--- src/rtl/riscv_pkg.sv ---
// riscv_pkg: shared decode definitions for the RV64 pipeline.
//   ctrl_t    : 8-bit control bundle {MemRead, MemtoReg, MemWrite, RegWrite,
//               Branch, ALUSrc, ALUop[1:0]}, MSB first.
//   CTRL_*    : bit positions of each field inside the bundle.
//   ALUOP_*   : ALUop encodings produced by the decoder.
//   OPC_*     : major opcode constants recognised by the decoder.
package riscv_pkg;

   typedef struct packed {
      logic       mem_read;
      logic       mem_to_reg;
      logic       mem_write;
      logic       reg_write;
      logic       branch;
      logic       alu_src;
      logic [1:0] alu_op;
   } ctrl_t;

   localparam int CTRL_W          = 8;
   localparam int CTRL_MEM_READ   = 7;
   localparam int CTRL_MEM_TO_REG = 6;
   localparam int CTRL_MEM_WRITE  = 5;
   localparam int CTRL_REG_WRITE  = 4;
   localparam int CTRL_BRANCH     = 3;
   localparam int CTRL_ALU_SRC    = 2;
   localparam int CTRL_ALU_OP_HI  = 1;
   localparam int CTRL_ALU_OP_LO  = 0;

   localparam logic [1:0] ALUOP_ADD    = 2'b00;
   localparam logic [1:0] ALUOP_BRANCH = 2'b01;
   localparam logic [1:0] ALUOP_RTYPE  = 2'b10;

   localparam logic [6:0] OPC_RTYPE  = 7'b0110011;
   localparam logic [6:0] OPC_ITYPE  = 7'b0010011;
   localparam logic [6:0] OPC_LOAD   = 7'b0000011;
   localparam logic [6:0] OPC_STORE  = 7'b0100011;
   localparam logic [6:0] OPC_BRANCH = 7'b1100011;

endpackage

--- src/rtl/hazard_detect.sv ---
// hazard_detect: combinational load-use hazard detection.
//   ex_valid, ex_mem_read, ex_rd : instruction currently held in EX.
//   id_rs1, id_rs2               : source registers of the instruction in ID.
//   hazard                       : 1 when ID reads the register a load in EX
//                                  is about to write (x0 never counts).
module hazard_detect (
   input  logic       ex_valid,
   input  logic       ex_mem_read,
   input  logic [4:0] ex_rd,
   input  logic [4:0] id_rs1,
   input  logic [4:0] id_rs2,
   output logic       hazard
);

   always_comb begin
      hazard = ex_valid & ex_mem_read & (ex_rd != 5'd0) &
               ((ex_rd == id_rs1) | (ex_rd == id_rs2));
   end

endmodule

--- src/rtl/id_ex_reg.sv ---
// id_ex_reg: ID/EX pipeline register with load-use stall control.
//   Inputs : clk, rst_n (async, active-low), id_* decode-stage fields,
//            ext_stall (hold), flush (squash into a bubble).
//   Outputs: ex_* registered fields + ex_valid, control_sel (zero decoder
//            outputs), pc_write / if_id_write (front-end enables),
//            stall_cnt (saturating count of load-use stall cycles).
//   Per-edge priority: flush > ext_stall > capture.
module id_ex_reg #(
   parameter int XLEN = 64,
   parameter int CNTW = 16
) (
   input  logic            clk,
   input  logic            rst_n,
   input  logic [7:0]      id_ctrl,
   input  logic [XLEN-1:0] id_pc,
   input  logic [XLEN-1:0] id_rs1_data,
   input  logic [XLEN-1:0] id_rs2_data,
   input  logic [XLEN-1:0] id_imm,
   input  logic [4:0]      id_rs1,
   input  logic [4:0]      id_rs2,
   input  logic [4:0]      id_rd,
   input  logic [3:0]      id_funct,
   input  logic            ext_stall,
   input  logic            flush,
   output logic            control_sel,
   output logic            pc_write,
   output logic            if_id_write,
   output logic [7:0]      ex_ctrl,
   output logic [XLEN-1:0] ex_pc,
   output logic [XLEN-1:0] ex_rs1_data,
   output logic [XLEN-1:0] ex_rs2_data,
   output logic [XLEN-1:0] ex_imm,
   output logic [4:0]      ex_rs1,
   output logic [4:0]      ex_rs2,
   output logic [4:0]      ex_rd,
   output logic [3:0]      ex_funct,
   output logic            ex_valid,
   output logic [CNTW-1:0] stall_cnt
);
   import riscv_pkg::*;

   logic [7:0]      ctrl_q,     ctrl_d;
   logic [XLEN-1:0] pc_q,       pc_d;
   logic [XLEN-1:0] rs1_data_q, rs1_data_d;
   logic [XLEN-1:0] rs2_data_q, rs2_data_d;
   logic [XLEN-1:0] imm_q,      imm_d;
   logic [4:0]      rs1_q,      rs1_d;
   logic [4:0]      rs2_q,      rs2_d;
   logic [4:0]      rd_q,       rd_d;
   logic [3:0]      funct_q,    funct_d;
   logic            valid_q,    valid_d;
   logic [CNTW-1:0] cnt_q,      cnt_d;
   logic            hazard;
   ctrl_t           ex_ctrl_s;

   function automatic logic [CNTW-1:0] sat_inc(input logic [CNTW-1:0] v);
      return (&v) ? v : v + CNTW'(1);
   endfunction

   assign ex_ctrl_s = ctrl_t'(ctrl_q);

   hazard_detect u_hazard_detect (
      .ex_valid    (valid_q),
      .ex_mem_read (ex_ctrl_s.mem_read),
      .ex_rd       (rd_q),
      .id_rs1      (id_rs1),
      .id_rs2      (id_rs2),
      .hazard      (hazard)
   );

   assign control_sel = hazard;
   assign pc_write    = ~(hazard | ext_stall);
   assign if_id_write = ~(hazard | ext_stall);

   always_comb begin
      ctrl_d     = ctrl_q;
      pc_d       = pc_q;
      rs1_data_d = rs1_data_q;
      rs2_data_d = rs2_data_q;
      imm_d      = imm_q;
      rs1_d      = rs1_q;
      rs2_d      = rs2_q;
      rd_d       = rd_q;
      funct_d    = funct_q;
      valid_d    = valid_q;
      cnt_d      = cnt_q;
      if (flush) begin
         ctrl_d     = '0;
         pc_d       = '0;
         rs1_data_d = '0;
         rs2_data_d = '0;
         imm_d      = '0;
         rs1_d      = '0;
         rs2_d      = '0;
         rd_d       = '0;
         funct_d    = '0;
         valid_d    = 1'b0;
      end else if (!ext_stall) begin
         // On a hazard the operands are still captured, but the control
         // bundle is zeroed here even if the decoder ignored control_sel,
         // and ex_valid drops so the hazard clears after one bubble.
         ctrl_d     = hazard ? 8'h00 : id_ctrl;
         pc_d       = id_pc;
         rs1_data_d = id_rs1_data;
         rs2_data_d = id_rs2_data;
         imm_d      = id_imm;
         rs1_d      = id_rs1;
         rs2_d      = id_rs2;
         rd_d       = id_rd;
         funct_d    = id_funct;
         valid_d    = ~hazard;
         if (hazard) cnt_d = sat_inc(cnt_q);
      end
   end

   always_ff @(posedge clk or negedge rst_n) begin
      if (!rst_n) begin
         ctrl_q     <= '0;
         pc_q       <= '0;
         rs1_data_q <= '0;
         rs2_data_q <= '0;
         imm_q      <= '0;
         rs1_q      <= '0;
         rs2_q      <= '0;
         rd_q       <= '0;
         funct_q    <= '0;
         valid_q    <= 1'b0;
         cnt_q      <= '0;
      end else begin
         ctrl_q     <= ctrl_d;
         pc_q       <= pc_d;
         rs1_data_q <= rs1_data_d;
         rs2_data_q <= rs2_data_d;
         imm_q      <= imm_d;
         rs1_q      <= rs1_d;
         rs2_q      <= rs2_d;
         rd_q       <= rd_d;
         funct_q    <= funct_d;
         valid_q    <= valid_d;
         cnt_q      <= cnt_d;
      end
   end

   assign ex_ctrl     = ctrl_q;
   assign ex_pc       = pc_q;
   assign ex_rs1_data = rs1_data_q;
   assign ex_rs2_data = rs2_data_q;
   assign ex_imm      = imm_q;
   assign ex_rs1      = rs1_q;
   assign ex_rs2      = rs2_q;
   assign ex_rd       = rd_q;
   assign ex_funct    = funct_q;
   assign ex_valid    = valid_q;
   assign stall_cnt   = cnt_q;

endmodule
--- config.mk ---
export PLATFORM = sky130hd
export DESIGN_NAME = id_ex_reg
export DESIGN_NICKNAME = d
export VERILOG_FILES = /design/src/rtl/riscv_pkg.sv /design/src/rtl/hazard_detect.sv /design/src/rtl/id_ex_reg.sv
export SDC_FILE = /design/constraint.sdc
export NUM_CORES = 1
export LEC_CHECK = 0
export BUFFER_PORTS_ARGS = -buffer_cell sky130_fd_sc_hd__buf_4
export CAP_MARGIN = 20
export CORE_AREA = 3 3 228 230
export DETAILED_ROUTE_END_ITERATION = 6
export DIE_AREA = 0 0 231 233
export PLACE_DENSITY = 0.53
export SYNTH_ARGS = -nofsm -noshare
export SYNTH_HDL_FRONTEND = slang
export SYNTH_HIERARCHICAL = 1
export SYNTH_SLANG_ARGS = --single-unit
export TNS_END_PERCENT = 20
--- constraint.sdc ---
create_clock -name clk -period 2.8 [get_ports clk]
set_input_delay 0 -clock clk [delete_from_list [all_inputs] [get_ports clk]]
set_output_delay 0 -clock clk [all_outputs]
set_load 0.1 [all_outputs]
==> metrics.md, run 1 <==
| Metric | Value |
|---|---|
| Largest cells by area after synthesis | dfrtp_1 61%, mux2i_1 22%, nor2_1 8.8% |
| CTS tree | built |
| End of the worst register-to-register path | stall_cnt[10]$_DFFE_PN0P_ |
| R2R setup slack | just over 0.4 ns |
| Post-layout nets | about 2200 |
| Unique masters post-synth | 31 |
| Pre-antenna DRT Iters | 4 |
| Clock sink count | 300 |
| R2R depth | 8 |
| Die area | approximately 0.054 mm² |
| Gpl congestion | 0.843 |
| Worst path top cell family by delay | simple AND/OR/NAND/NOR gates |
| Avg Cell Area, Syn | 12.1 µm² |
| Vias in the first global route | 11691 |
| Yosys top cell by area | dfrtp_1 |
| Root buffer cell | clkbuf_16 |
| Skew-Pair Late Insertion Delay | 0.54 ns |
| Worst endpoint data arrival time | 2.54 ns |
| Crit path required time | roughly 2.8 ns |
| RSZ-0062 raised after global routing | false |
| H-tree levels | 2 |
| Cell Pwr Density | between 600 and 700 mW/mm² |
| Yosys warnings | 6 |
| Setup WS pre-CTS | 0.381 ns |
| Worst setup margin | approximately 0.26 ns |
| Final Hold Viols | 0 |
| GRT Util Overall | between 15 and 20% |
| Max Freq | between 300 and 400 MHz |
| Routed vias | around 11000 |
| Largest net degree at the start of global routing | between 100 and 150 |
| Clock transition at path regs | roughly 0.060 ns |
| DRC | 0 |
| Post-CTS Setup Bufs | 0 |
| Crit-path most repeated cell | buf_4 |
| Pins over their slew limit | 0 |
| Die Wd | 231 µm |
| Initial antenna violation count | 0 |
| Synthesized area | roughly 0.012 mm² |
| Startpoint types | flop |
| Row Count | 82 |
| Yosys reg bits | 300 |
| Critical path depth | 6 |
| Post-synthesis sequential area ratio | just over 60% |
| Global-route wire length before repair | a little under 70000 µm |
| Setup TNS | 0 ns |
| Maximum fanout along the worst path | 9 |
| Drt total wl | 44700 µm |
| Worst reg2reg path startpoint | ex_rd[0]$_DFFE_PN0P_ |
| Layout area overhead | 76.2% |
| Non-Filler Instances | ~2600 |
| Most frequent cells in the layout | 597 x buf_4, 293 x dfrtp_1, 286 x nor2_1 |
| Final ANT Viol Nets | 0 |
| Fin crit period | ~2.5 ns |
| Cts repair resizes | 0 |
| Max Buffers Root-to-Sink | 3 |
| Most common cell after layout, fill and taps aside | buf_4 |
| Diodes inserted | 0 |
| Max_slew headroom | between 30% and 40% |
| Cts bufs inserted | 38 |
| Status | finished, final reports clean |
| Clock Skew | around 0.025 ns |
| Vias/cell | 4.25 |
| Fillers | between 4000 and 5000 |
| Crit-path max cell delay | roughly 0.52 ns |
| Share of the cycle needed by the critical path after routing | between 90% and 100% |
| DRT iter0 DRCs | slightly above 500 |
| Maximum VDD drop | just over 0.0004 V |
| Crit-path cells | or4_1 > o211ai_2 > a21oi_4 > buf_4 > nor2_4 > buf_4 |
| Finish-stage setup viols | 0 |
| Area share of the largest cell type after synthesis | around three fifths |
| Worst Hold Class | primary input to async pin |
| CP Capture Type | primary output |
| Buffers on Ports | about 590 |
| GRT overflow | 0 |
| Crit path kind | flop to primary output |
| Core ar. | approximately 0.05 mm² |
| Leak Pwr | 11.3 nW |
| Post-synthesis cell count | roughly 1000 |
| Die Span Y | between 200 and 250 µm |
| HPWL Detailed | 30900 µm |
| Final hold slack | between 0.1 and 0.15 ns |
| WP buf/inv | 2 |
| Share of layout cells above drive strength 1 | 36.1% |
| Max Cap Viol | 0 |
| Top-level I/O count | 590 |
| Inst Count DP | roughly 2200 |
| Worst path slowest cell | or4_1 |
| Slew @ Worst Pin | about 0.96 ns |
| WL/cell | 17.4 µm |
| Final Core Density | a little over two fifths |
| Starting Density | about a quarter |
| Post-synthesis net count | 1301 |
-- registers in the layout, summed over array words and instances, names as in the netlist --
signal and flops:
ex_rd 5, ex_ctrl 8, ex_imm 64, ex_rs1 5, ex_rs2_data 64, ex_valid 1, stall_cnt 16, ex_rs1_data 64
ex_funct 4, ex_rs2 5, ex_pc 64
-- power breakdown --
| group | switching [mW] | internal, mW | total, mW |
|---|---|---|---|
| Clock | 1.90 | 2.89 | 4.79 |
| Sequential | 0.148 | 4.57 | 4.72 |
| Combinational | 2.47 | 1.09 | 3.56 |
-- routing by layer --
metal  vias up  track usage (%)  share of wire (%)
met5         -                0                  0
met1      5337             18.9                 40
met4         0             5.42                3.1
li1       5118                -                  -
met3        84             4.86                7.7
met2       410             27.4                 50
-- cells by family after synthesis --
family | synth area share [%]
buffers and inverters | 2.62
AOI/OAI and AO/OA | 0.530
adders and majority gates | 0.102
muxes | 22.5
xor gates and xnor gates | 1.78
and+or+nand+nor | 11.3
DFF | 61.1
-- worst max-delay path by stage --
stage	startpoint	end	slack, ns
global route	ex_rd[0]$_DFFE_PN0P_	stall_cnt[11]$_DFFE_PN0P_	0.15
detailed placement	ex_rd[0]$_DFFE_PN0P_	stall_cnt[11]$_DFFE_PN0P_	0.38
floorplan	ex_rd[4]$_DFFE_PN0P_	stall_cnt[10]$_DFFE_PN0P_	-0.17
CTS	ex_rd[4]$_DFFE_PN0P_	if_id_write	0.21
finish	ex_rd[4]$_DFFE_PN0P_	if_id_write	0.26
global placement	ex_rd[2]$_DFFE_PN0P_	stall_cnt[13]$_DFFE_PN0P_	0.42
-- synthesized netlist by cell type, drive strengths merged --
master and count:
or4 1, nor3 8, ha 1, nand4 5
clkbuf 29, nor4 6, mux2i 275, nand2 6
buf 39, xnor2 6, nor2b 1, dfrtp 300
nor3b 9, and4 1, and3 2, a21oi 9
nand3b 1, a22oi 1, nor2 287, inv 1
mux2 1, xor2 19, nand3 4, o211ai 1
-- through the flow --
step	total power, mW	area [µm²]
2_1_floorplan	7.00	12300
3_3_place_gp	8.01	17500
3_5_place_dp	8.03	17500
4_1_cts	13.3	21600
5_1_grt	13.6	21600
6_report	13.1	21600
-- layout make-up --
cell class	count	area [µm²]	share of cell area, %
multi-input combinational	644	4490	20.8
tap	672	841	3.89
timing repair buffer	893	7540	34.9
inverter	1	3.75	0.0174
clock inverter	8	55.1	0.255
clock buffer	58	1180	5.44
sequential	300	7520	34.8
-- what timing repair did --
action                                  CTS  global route
endpoints found under the setup margin    0             0
hold buffers                            285             0
endpoints found under the hold margin   364             0
(Power assumes the default switching activity.)
==> run 2: changes to the inputs <==
- clock period: 2.8 -> 2.9 ns (I/O delays scaled with it)
==> metrics.md, run 2 (same netlist as run 1, synthesis figures left out) <==
| Metric | Value |
|---|---|
| Fin crit period | around 2.5 ns |
| Crit-path max cell delay | 0.53 ns |
| Vias in the first global route | 12085 |
| Largest net degree at the start of global routing | about 160 |
| DRT iter0 DRCs | ~430 |
| Multi-input logic area | 0.00449 mm² |
| Pre-antenna DRT Iters | 4 |
| Worst path slowest cell | or4_1 |
| H-tree levels | 2 |
| RSZ-0062 raised after global routing | false |
| Max_slew headroom | between 30% and 40% |
| Worst path top cell family by delay | simple AND/OR/NAND/NOR gates |
| FF+latch area | between 0.007 and 0.008 mm² |
| Crit-path most repeated cell | buf_4 |
| Die Span Y | between 200 and 250 µm |
| Crit-path cells | or4_1 > o211ai_2 > a21oi_4 > buf_4 > nor2_4 > buf_4 |
| Most common cell after layout, fill and taps aside | buf_4 |
| Clock Skew | around 0.016 ns |
| Cts bufs inserted | 37 |
| Worst reg2reg path startpoint | ex_rd[0]$_DFFE_PN0P_ |
| Final Hold Viols | 0 |
| Top-level I/O count | 590 |
| Worst endpoint data arrival time | about 2.5 ns |
| Vias/cell | ~4.3 |
| Buffers on Ports | about 590 |
| Max Freq | 398 MHz |
| CTS tree | built |
| Row Count | 82 |
| Slew @ Worst Pin | about 0.95 ns |
| Setup WS pre-CTS | 0.571 ns |
| Die Wd | 231 µm |
| Final Core Density | between 40 and 50% |
| R2R depth | 8 |
| Routed vias | between 10000 and 15000 |
| Leak Pwr | roughly 12 nW |
| Drt total wl | approximately 46000 µm |
| Share of layout cells above drive strength 1 | a little over a third |
| Tot Pwr | between 10 and 15 mW |
| Cts repair resizes | 0 |
| GRT overflow | 0 |
| Global-route wire length before repair | 69900 µm |
| Die area | around 0.054 mm² |
| Worst Hold Class | primary input to async pin |
| Most frequent cells in the layout | 599 x buf_4, 328 x dlygate4sd3_1, 293 x dfrtp_1 |
| Maximum fanout along the worst path | 9 |
| Layout area overhead | 78.8% |
| Status | finished, final reports clean |
| GRT Util Overall | 16.4% |
| End of the worst register-to-register path | stall_cnt[11]$_DFFE_PN0P_ |
| Finish-stage setup viols | 0 |
| Fillers | ~4700 |
| Post-CTS Setup Bufs | 0 |
| Max Buffers Root-to-Sink | 3 |
| R2R setup slack | about 0.54 ns |
| Clock transition at path regs | ~0.060 ns |
| Skew-Pair Late Insertion Delay | around 0.53 ns |
| WL/cell | 17.6 µm |
| Maximum VDD drop | approximately 0.00055 V |
| WP buf/inv | 2 |
| Worst setup margin | between 0.3 and 0.4 ns |
| Root buffer cell | clkbuf_16 |
| Crit path kind | flop to primary output |
| Core ar. | roughly 0.05 mm² |
| Initial antenna violation count | 1 |
| Hold Buf Count CTS | ~330 |
| HPWL Detailed | between 30000 and 40000 µm |
| Diodes inserted | 0 |
| Crit path required time | 2.90 ns |
| Share of the cycle needed by the critical path after routing | 86.6% |
| Max Cap Viol | 0 |
| Clock sink count | 300 |
| DRC | 0 |
| Final ANT Viol Nets | 0 |
| Pins over their slew limit | 0 |
| Starting Density | about 25% |
| Post-layout nets | about 2200 |
| Gpl congestion | about 0.80 |
| Cell Pwr Density | 567 mW/mm² |
| Startpoint types | flop |
| CP Capture Type | primary output |
## run 2: cell count changes in the layout (fill, tap and decap cells not counted), sizes merged
cell,previous run,this run
clkbuf,59,56
clkinv,3,5
dlygate4sd3,285,328
clkinvlp,3,1
## run 2: area by class of cell
| class | instances | area share [%] |
|---|---|---|
| multi-input cells | 644 | 20.5 |
| repair buffers | 936 | 36.2 |
| flip-flops and latches | 300 | 34.3 |
| clock buffers | 55 | 4.99 |
| inverters | 1 | 0.0171 |
| clock inverters | 8 | 0.245 |
| well taps | 672 | 3.83 |
## run 2: metrics by stage
stage	hold slack (ns)	area (µm²)	setup TNS [ns]	std cells
floorplan	-0.296	12300	-0.188	1013
global placement	0.0626	17500	0	2225
detailed placement	0.0601	17500	0	2225
CTS	0.0806	22000	0	2616
global route	0.127	22000	0	2616
finish	0.0929	22000	0	2616
## run 2: routing by layer
metal / global-route usage, % / vias up / part of all wire [%] / routed length (µm)
li1: - / 5193 / - / -
met4: 6.33 / 2 / 3.5 / 1610
met3: 5.00 / 101 / 7.6 / 3490
met2: 28.3 / 417 / 50 / 23200
met5: 0 / - / 0.020 / 9
met1: 19.2 / 5430 / 38 / 17600
## run 2: worst reg2reg max path, delay by kind of cell, from the launching register on
| kind | cells | cell delay [ns] |
|---|---|---|
| AOI/OAI and AO/OA | 1 | 0.19 |
| xor gates and xnor gates | 2 | 0.35 |
| DFF | 1 | 0.51 |
| and+or+nand+nor | 5 | 1.23 |
## run 2: worst max path at each step
stage                                    start                        end  slack [ns]  cells after the start
after CTS                 ex_rd[4]$_DFFE_PN0P_                if_id_write        0.33                      6
after global routing      ex_rd[4]$_DFFE_PN0P_                   pc_write        0.26                      6
after floorplan           ex_rd[4]$_DFFE_PN0P_  stall_cnt[10]$_DFFE_PN0P_       -0.07                      9
after detailed placement  ex_rd[2]$_DFFE_PN0P_  stall_cnt[11]$_DFFE_PN0P_        0.57                      8
final                     ex_rd[4]$_DFFE_PN0P_                if_id_write        0.39                      6
after global placement    ex_rd[4]$_DFFE_PN0P_  stall_cnt[11]$_DFFE_PN0P_        0.59                      8
## run 2: report_power, final
part	total [mW]	switching, mW	internal [mW]
Combinational	3.49	2.40	1.09
Clock	4.41	1.80	2.61
Sequential	4.56	0.142	4.41
